[config.mk]
export PLATFORM = sky130hd
export DESIGN_NAME = fft_sequencer
export DESIGN_NICKNAME = d
export VERILOG_FILES = /design/src/rtl/fft_sequencer.sv
export SDC_FILE = /design/constraint.sdc
export NUM_CORES = 1
export LEC_CHECK = 0
export CORE_MARGIN = 8
export CORE_UTILIZATION = 35
export DETAILED_ROUTE_END_ITERATION = 16
export MAX_ROUTING_LAYER = met4
export PLACE_DENSITY = 0.64
export SLEW_MARGIN = 10
export SYNTH_ARGS = -nofsm -noshare
export SYNTH_HDL_FRONTEND = slang
export SYNTH_SLANG_ARGS = --single-unit
[constraint.sdc]
create_clock -name clk -period 7.6 [get_ports clk]
set_input_delay 1.14 -clock clk [delete_from_list [all_inputs] [get_ports clk]]
set_output_delay 1.14 -clock clk [all_outputs]
set_load 0.005 [all_outputs]
[src/rtl/fft_sequencer.sv]
// fft_sequencer: control sequencer for a direct-form DFT (sample load, N x N MAC sweep, per-bin result handoff).
// Latency: start to done is 1 + N + N*(N+PIPE_LAT+1) + 1 cycles unstalled; acc_ce trails the MAC issue by PIPE_LAT.
// Backpressure: ld_valid gaps stall LOAD without penalty; res_ready low holds OUT with res_valid and k_index frozen.
module fft_sequencer #(
    parameter int ADDR_W   = 12,
    parameter int PIPE_LAT = 2
) (
    input  logic              clk,
    input  logic              n_Reset,
    input  logic              start,
    input  logic              abort,
    input  logic [ADDR_W-1:0] samp_number,
    input  logic              ld_valid,
    output logic              ld_ready,
    output logic [ADDR_W-1:0] ld_addr,
    output logic [ADDR_W-1:0] n_index,
    output logic [ADDR_W-1:0] k_index,
    output logic              acc_ce,
    output logic              acc_clr,
    output logic              res_valid,
    input  logic              res_ready,
    output logic              busy,
    output logic              done,
    output logic              err
);

    localparam int FW = $clog2(PIPE_LAT + 2);

    typedef enum logic [2:0] {
        S_IDLE,
        S_LOAD,
        S_MAC,
        S_FLUSH,
        S_OUT,
        S_DONE
    } state_t;

    state_t            state_q, state_d;
    logic [ADDR_W-1:0] n_len_q, n_len_d;
    logic [ADDR_W-1:0] last_idx;
    logic [FW-1:0]     flush_cnt_q, flush_cnt_d;
    logic [ADDR_W-1:0] ld_addr_d, n_index_d, k_index_d;
    logic              ld_ready_d, acc_clr_d, res_valid_d, busy_d, done_d, err_d;
    logic              issue_q, issue_d;

    assign last_idx = n_len_q - ADDR_W'(1);

    always_comb begin
        state_d     = state_q;
        n_len_d     = n_len_q;
        flush_cnt_d = flush_cnt_q;
        ld_addr_d   = ld_addr;
        n_index_d   = n_index;
        k_index_d   = k_index;
        ld_ready_d  = 1'b0;
        acc_clr_d   = 1'b0;
        res_valid_d = 1'b0;
        done_d      = 1'b0;
        err_d       = 1'b0;
        busy_d      = 1'b1;

        if (abort) begin
            state_d     = S_IDLE;
            n_len_d     = '0;
            flush_cnt_d = '0;
            ld_addr_d   = '0;
            n_index_d   = '0;
            k_index_d   = '0;
            busy_d      = 1'b0;
        end else begin
            case (state_q)
                S_IDLE: begin
                    busy_d = 1'b0;
                    if (start) begin
                        if (samp_number == '0) begin
                            err_d = 1'b1;
                        end else begin
                            n_len_d    = samp_number;
                            ld_addr_d  = '0;
                            ld_ready_d = 1'b1;
                            busy_d     = 1'b1;
                            state_d    = S_LOAD;
                        end
                    end
                end
                S_LOAD: begin
                    ld_ready_d = 1'b1;
                    if (ld_valid && ld_ready) begin
                        ld_addr_d = ld_addr + ADDR_W'(1);
                        if (ld_addr == last_idx) begin
                            ld_ready_d = 1'b0;
                            n_index_d  = '0;
                            k_index_d  = '0;
                            acc_clr_d  = 1'b1;
                            state_d    = S_MAC;
                        end
                    end
                end
                S_MAC: begin
                    if (n_index == last_idx) begin
                        // n_index holds at N-1 while the product pipeline drains
                        if (PIPE_LAT == 0) begin
                            res_valid_d = 1'b1;
                            state_d     = S_OUT;
                        end else begin
                            flush_cnt_d = '0;
                            state_d     = S_FLUSH;
                        end
                    end else begin
                        n_index_d = n_index + ADDR_W'(1);
                    end
                end
                S_FLUSH: begin
                    if (flush_cnt_q == FW'(PIPE_LAT - 1)) begin
                        res_valid_d = 1'b1;
                        state_d     = S_OUT;
                    end else begin
                        flush_cnt_d = flush_cnt_q + FW'(1);
                    end
                end
                S_OUT: begin
                    res_valid_d = 1'b1;
                    if (res_ready) begin
                        res_valid_d = 1'b0;
                        if (k_index == last_idx) begin
                            done_d  = 1'b1;
                            state_d = S_DONE;
                        end else begin
                            k_index_d = k_index + ADDR_W'(1);
                            n_index_d = '0;
                            acc_clr_d = 1'b1;
                            state_d   = S_MAC;
                        end
                    end
                end
                S_DONE: begin
                    ld_addr_d = '0;
                    n_index_d = '0;
                    k_index_d = '0;
                    busy_d    = 1'b0;
                    state_d   = S_IDLE;
                end
                default: begin
                    busy_d  = 1'b0;
                    state_d = S_IDLE;
                end
            endcase
        end

        issue_d = (state_d == S_MAC);
    end

    always_ff @(posedge clk or negedge n_Reset) begin
        if (!n_Reset) begin
            state_q     <= S_IDLE;
            n_len_q     <= '0;
            flush_cnt_q <= '0;
            issue_q     <= 1'b0;
            ld_addr     <= '0;
            n_index     <= '0;
            k_index     <= '0;
            ld_ready    <= 1'b0;
            acc_clr     <= 1'b0;
            res_valid   <= 1'b0;
            busy        <= 1'b0;
            done        <= 1'b0;
            err         <= 1'b0;
        end else begin
            state_q     <= state_d;
            n_len_q     <= n_len_d;
            flush_cnt_q <= flush_cnt_d;
            issue_q     <= issue_d;
            ld_addr     <= ld_addr_d;
            n_index     <= n_index_d;
            k_index     <= k_index_d;
            ld_ready    <= ld_ready_d;
            acc_clr     <= acc_clr_d;
            res_valid   <= res_valid_d;
            busy        <= busy_d;
            done        <= done_d;
            err         <= err_d;
        end
    end

    // acc_ce is the issue flag aligned to the product arriving at the accumulator
    generate
        if (PIPE_LAT == 0) begin : g_no_lat
            assign acc_ce = issue_q;
        end else begin : g_lat
            logic [PIPE_LAT-1:0] ce_pipe;

            always_ff @(posedge clk or negedge n_Reset) begin
                if (!n_Reset) begin
                    ce_pipe <= '0;
                end else if (abort) begin
                    ce_pipe <= '0;
                end else begin
                    ce_pipe[0] <= issue_q;
                    for (int i = 1; i < PIPE_LAT; i++) begin
                        ce_pipe[i] <= ce_pipe[i-1];
                    end
                end
            end

            assign acc_ce = ce_pipe[PIPE_LAT-1];
        end
    endgenerate

endmodule
# After elaboration in Yosys (flattened, before gate mapping)
# Index checks and enable logic that the tools add are counted.
[word_totals]
memories = 0
word_cells = 115
out_inout_bits = 43
in_bits = 18
reg_bits = 62
rom_bits = 0
latchBits = 0
mem_bits_rw = 0
[op_classes]
shift = 0
n_bitwise = 0
n_reduce_logical = 15
order_cmp = 0
div = 0
n_mux = 61
mul = 0
n_eq_ne = 20
n_addsub = 5
[ops]
columns = ["cell", "count"]
rows = [
  ["two-way mux 12 bit", 17],
  ["one-hot mux 12 bit (3 select lines)", 2],
  ["one-hot mux 12 bit (4 select lines)", 1],
  ["adder 12 x 1 -> 12 bit (second input constant)", 3],
  ["== test 12 bit", 3],
  ["two-way mux 3 bit", 9],
  ["inequality test 3 bit (second input constant)", 9],
  ["two-way mux 1 bit", 22],
  ["one-hot mux 3 bit (5 select lines)", 1],
  ["zero test 12 bit", 1],
  ["subtractor 12 x 1 -> 12 bit (second input constant)", 1],
  ["== test 3 x 2 -> 1 bit (second input constant)", 3],
  ["two-way mux 2 bit", 4],
  ["one-hot mux 1 bit (2 select lines)", 4],
  ["nonzero test 4 bit", 2],
  ["== test 3 bit (second input constant)", 2],
  ["AND reduction 3 bit", 2],
  ["AND reduction 6 bit", 1],
  ["AND reduction 5 bit", 1],
  ["nonzero test 5 bit", 1],
  ["one-hot mux 2 bit (2 select lines)", 1],
  ["AND reduction 4 bit", 1],
  ["nonzero test 2 bit", 2],
  ["OR reduction 4 bit", 1],
  ["7 further kinds", 7],
]

# Depth between registers and ports, before layout
[depth]
ltp_word = 7
mapped_depth = 15
depth_no_buf = 10

# Least setup slack after synthesis
# OpenSTA, ideal clock, no wires.
[synth_timing]
kind = "register -> register"
startpoint = "register n_len_q[0]"
endpoint = "register n_index[5]"
stages_incl_launch_ff = 16
period_less_slack_ns = 3.348
required_ns = 7.474
t_arrival_ns = 3.222
setup_ns = 0.126
path_buffers = 5
setup_slack_ns = 4.252
cell_sequence = "dfrtp_1 -> buf_2 -> inv_1 -> ha_1 -> buf_6 -> or3b_1 -> buf_2 -> or3_1 -> a31oi_1 -> nand4_1 -> o31a_1 -> buf_6 -> nor3_4 -> nor2_2 -> buf_2 -> a221o_1"
[synth_between]
elab_chain_len = 4
word_cells_on_any_way = 8
classes_between = "1 x add/sub; 6 x eq/ne; 1 x reduce/logical"
[synth_rtl]
columns = ["element", "line", "text"]
rows = [
  ["start, declared", "39", "logic [ADDR_W-1:0] n_len_q, n_len_d;"],
  ["start signal, assigned", "170", "n_len_q <= n_len_d;"],
  ["subtractor 12 x 1 -> 12 bit *", "46", "assign last_idx = n_len_q - ADDR_W'(1);"],
  ["== test 12 bit, on equally long branches", "125, 100, 90", ""],
  ["inequality test 3 bit (no source line)", "--", ""],
  ["AND reduction 6 bit (no source line) *", "--", ""],
  ["end signal, assigned", "174", "n_index <= n_index_d;"],
  ["end, declared", "16", "output logic [ADDR_W-1:0] n_index,"],
]
# Mark *: on every way between the ends. The rest lies on a longest branch, timed or not.
# A chain may end at the register's enable or synchronous reset.

# Final worst setup path
[layout_timing]
startpoint = "register n_len_q[0]"
endpoint = "register n_index[10]"
# The elaborated chain is that of the path after synthesis.

==> results.yml <==
outcome:
  status: "completed"
synthesis:
  async_flop_share: 1.000
  syn_avg_cell_area_um2: 8.776
  synth_top_flop_cell: "dfrtp_1"
  netlist_instances: 502
  synth_warnings: 0
  synth-seq-cells: 62
  synth_edf_count: 0
  ys_seq_area_frac: 0.3522
  synthesis.area_um2: 4405
  netlist-cell-type-count: 71
  synth_fp_nets: 525
routing:
  vias: 4064
  via_per_inst: 5.708
  firstDrtPassIters: 5
  wl_um: 12800
  drt_iter0_drc: 338
  drt-wirelength-per-cell_um: 17.97
  drc: 0
  ant_nets: 0
timing:
  drv_slew: 0
  setup_ws_ns: 3.736
  tightest_slew_ns: 1.034
  rsz0062_at_grt: "false"
  setup_viol: 0
  max_freq_mhz: 258.8
  fin_crit_sh: 0.5084
  finalCriticalPeriod_ns: 3.864
  relSlewSlack: 0.3092
  setup_tns_ns: 0
  hold_viol_final: 0
  fin_skew_ns: 0.008041
global_routing:
  first_global_vias: 3827
  gr-total-overflow: 0
  grt_pass1_wl_um: 20780
  antenna_found_initial: 0
  grt_usage: 0.1649
  grt_max_degree: 63
die:
  core-area_um2: 12470
  ios: 61
  dieWidth_um: 128.2
  dieHeight_um: 128.2
  row_count: 41
  die_area_um2: 16430
  initial_core_util: 0.3534
critical_path:
  worstSetupStartpointType: "flop"
  cp_data_arrival_time_ns: 4.12
  r2r_cells: 10
  cpPeakStageDelay_ns: 0.49
  cp_cell_sequence: "inv_1, ha_1, or3b_1, or3_1, a311oi_1, nand4_1, nor4_4, nor3_4, nor2_2, a221o_1"
  endpoint_kind: "flop"
  cp_max_fo: 12
  cp_slowest_cell: "dfrtp_1"
  criticalPathCategory: "reg -> reg"
  required_ns: 7.85
hold_path:
  whs_path_depth: 1
  hp-class: "reg -> reg"
power:
  totalPowerFinal_uw: 871.5
  powerDensity_nw_per_um2: 163.8
  peakVddDrop_uv: 101.4
  leakage_uw: 0.002128
clock_tree:
  clock_sinks: 62
  cts-root-buf: "clkbuf_16"
  ctsHoldBuffers: 0
  ctsResizeCount: 0
  cts.htree.levels: 3
  post-cts-setup-buffers: 0
  clockBufferDepth: 2
  tritoncts: "done"
  numCtsBuffers: 9
  path_clk_slew_ns: 0.05
  clk-insertion-delay-late_ns: 0.33
cells_and_area:
  fillCellCount: 1258
  fin_nets: 561
  stdcell_area_um2: 5321
  area_growth_pct: 20.79
  drive_gt1_frac: 0.07222
  layout.cells.most_common: "dfrtp_1"
  layout_common_cells: "dfrtp_1, clkdlybuf4s50_1, nor2_1, nand2_1, xnor2_1"
  diodes: 0
place:
  placed_area_um2: 5059
  gp_congestion: 0.9214
  post-dp-hpwl_um: 9433
  port-buffer-count: 60
  pre_cts_ws_ns: 3.720
flow_run:
  cap_violations: 0
==> routing by layer <==
| metal | GRT usage | vias to the layer above | share of wire |
|---|---|---|---|
| met5 | - | - | 0 |
| met4 | 0.05734 | 0 | 0.020 |
| met3 | 0.03744 | 17 | 0.063 |
| met2 | 0.2513 | 141 | 0.46 |
| met1 | 0.2104 | 1975 | 0.45 |
| li1 | - | 1931 | - |
==> Yosys cell counts, types with 9 or more instances <==
| library cell | n | area [um^2] |
|---|---|---|
| nand2_1 | 34 | 127.6 |
| inv_1 | 14 | 52.55 |
| nand4_1 | 10 | 62.56 |
| o2bb2ai_1 | 9 | 78.83 |
| dfrtp_1 | 62 | 1551 |
| and3_1 | 9 | 56.30 |
| xor2_1 | 17 | 148.9 |
| nor4_1 | 11 | 68.82 |
| nor3_1 | 18 | 90.09 |
| or3_1 | 10 | 62.56 |
| a31oi_1 | 11 | 68.82 |
| o21ai_0 | 23 | 115.1 |
| a21oi_1 | 23 | 115.1 |
| nor2_1 | 42 | 157.7 |
| a22o_1 | 13 | 113.9 |
| nand3_1 | 20 | 100.1 |
| xnor2_1 | 27 | 236.5 |
| clkbuf_1 | 25 | 93.84 |
==> area by class of cell <==
cell class	instances	area, um^2	share of cell area
tap	172	215.2	0.04044
multi-input combinational	388	2621	0.4926
clock buffer	11	252.7	0.04750
sequential	62	1551	0.2916
timing repair buffer	63	618.1	0.1162
clock inverter	2	10.01	0.001881
inverter	14	52.55	0.009875
==> cell families after synthesis <==
logic type | synth area share
xor gates and xnor gates | 0.1031
DFF | 0.3522
buffers and inverters | 0.05283
and+or+nand+nor | 0.2584
muxes | 0.002272
adders and majority gates | 0.01420
AOI/OAI and AO/OA | 0.2170
==> final timing paths <==
check                                      startpoint                    endpoint  slack [ns]
max reg2reg                    n_len_q[0]$_DFFE_PN0P_     n_index[10]$_DFFE_PN0P_        3.74
max in group asynchronous                     n_Reset  g_lat.ce_pipe[0]$_DFF_PN0_        6.10
min                        g_lat.ce_pipe[0]$_DFF_PN0_  g_lat.ce_pipe[1]$_DFF_PN0_        0.45
max                            n_len_q[0]$_DFFE_PN0P_     n_index[10]$_DFFE_PN0P_        3.74
min in group asynchronous                     n_Reset     k_index[10]$_DFFE_PN0P_        0.98
min reg2reg                g_lat.ce_pipe[0]$_DFF_PN0_  g_lat.ce_pipe[1]$_DFF_PN0_        0.45
==> per-stage QoR <==
stage / util / hold slack, ns / cells
finish: 0.4269 / 0.4540 / 712
global route: 0.4269 / 0.5011 / 712
CTS: 0.4269 / 0.4655 / 712
detailed placement: 0.4058 / 0.4510 / 699
global placement: 0.4058 / 0.4452 / 699
floorplan: - / 0.4385 / 502
==> sequential cells by signal, summed over array words and instances, names as in the netlist <==
register and flops:
busy 1, flush_cnt_q 2, ld_ready 1, g_lat.ce_pipe 2, k_index 12, n_index 12
res_valid 1, ld_addr 12, err 1, n_len_q 12, acc_clr 1, issue_q 1
state_q 3, done 1
==> worst max-delay path, delay by kind of cell (launching register included) <==
family / cells / cell delay, ns
adder cells (fa/ha/maj): 1 / 0.36
AND/OR/NAND/NOR: 6 / 2.18
buffers and inverters: 1 / 0.10
AO/OA/AOI/OAI: 2 / 0.65
flip-flops: 1 / 0.49
==> power breakdown <==
| part | switching, uW | leakage [uW] | internal [uW] |
|---|---|---|---|
| combinational | 87.7 | 0.00114 | 65.2 |
| clock | 135 | 0.000133 | 231 |
| sequential | 16.9 | 0.000856 | 336 |
Note: power is estimated with default switching activity, not from simulation.
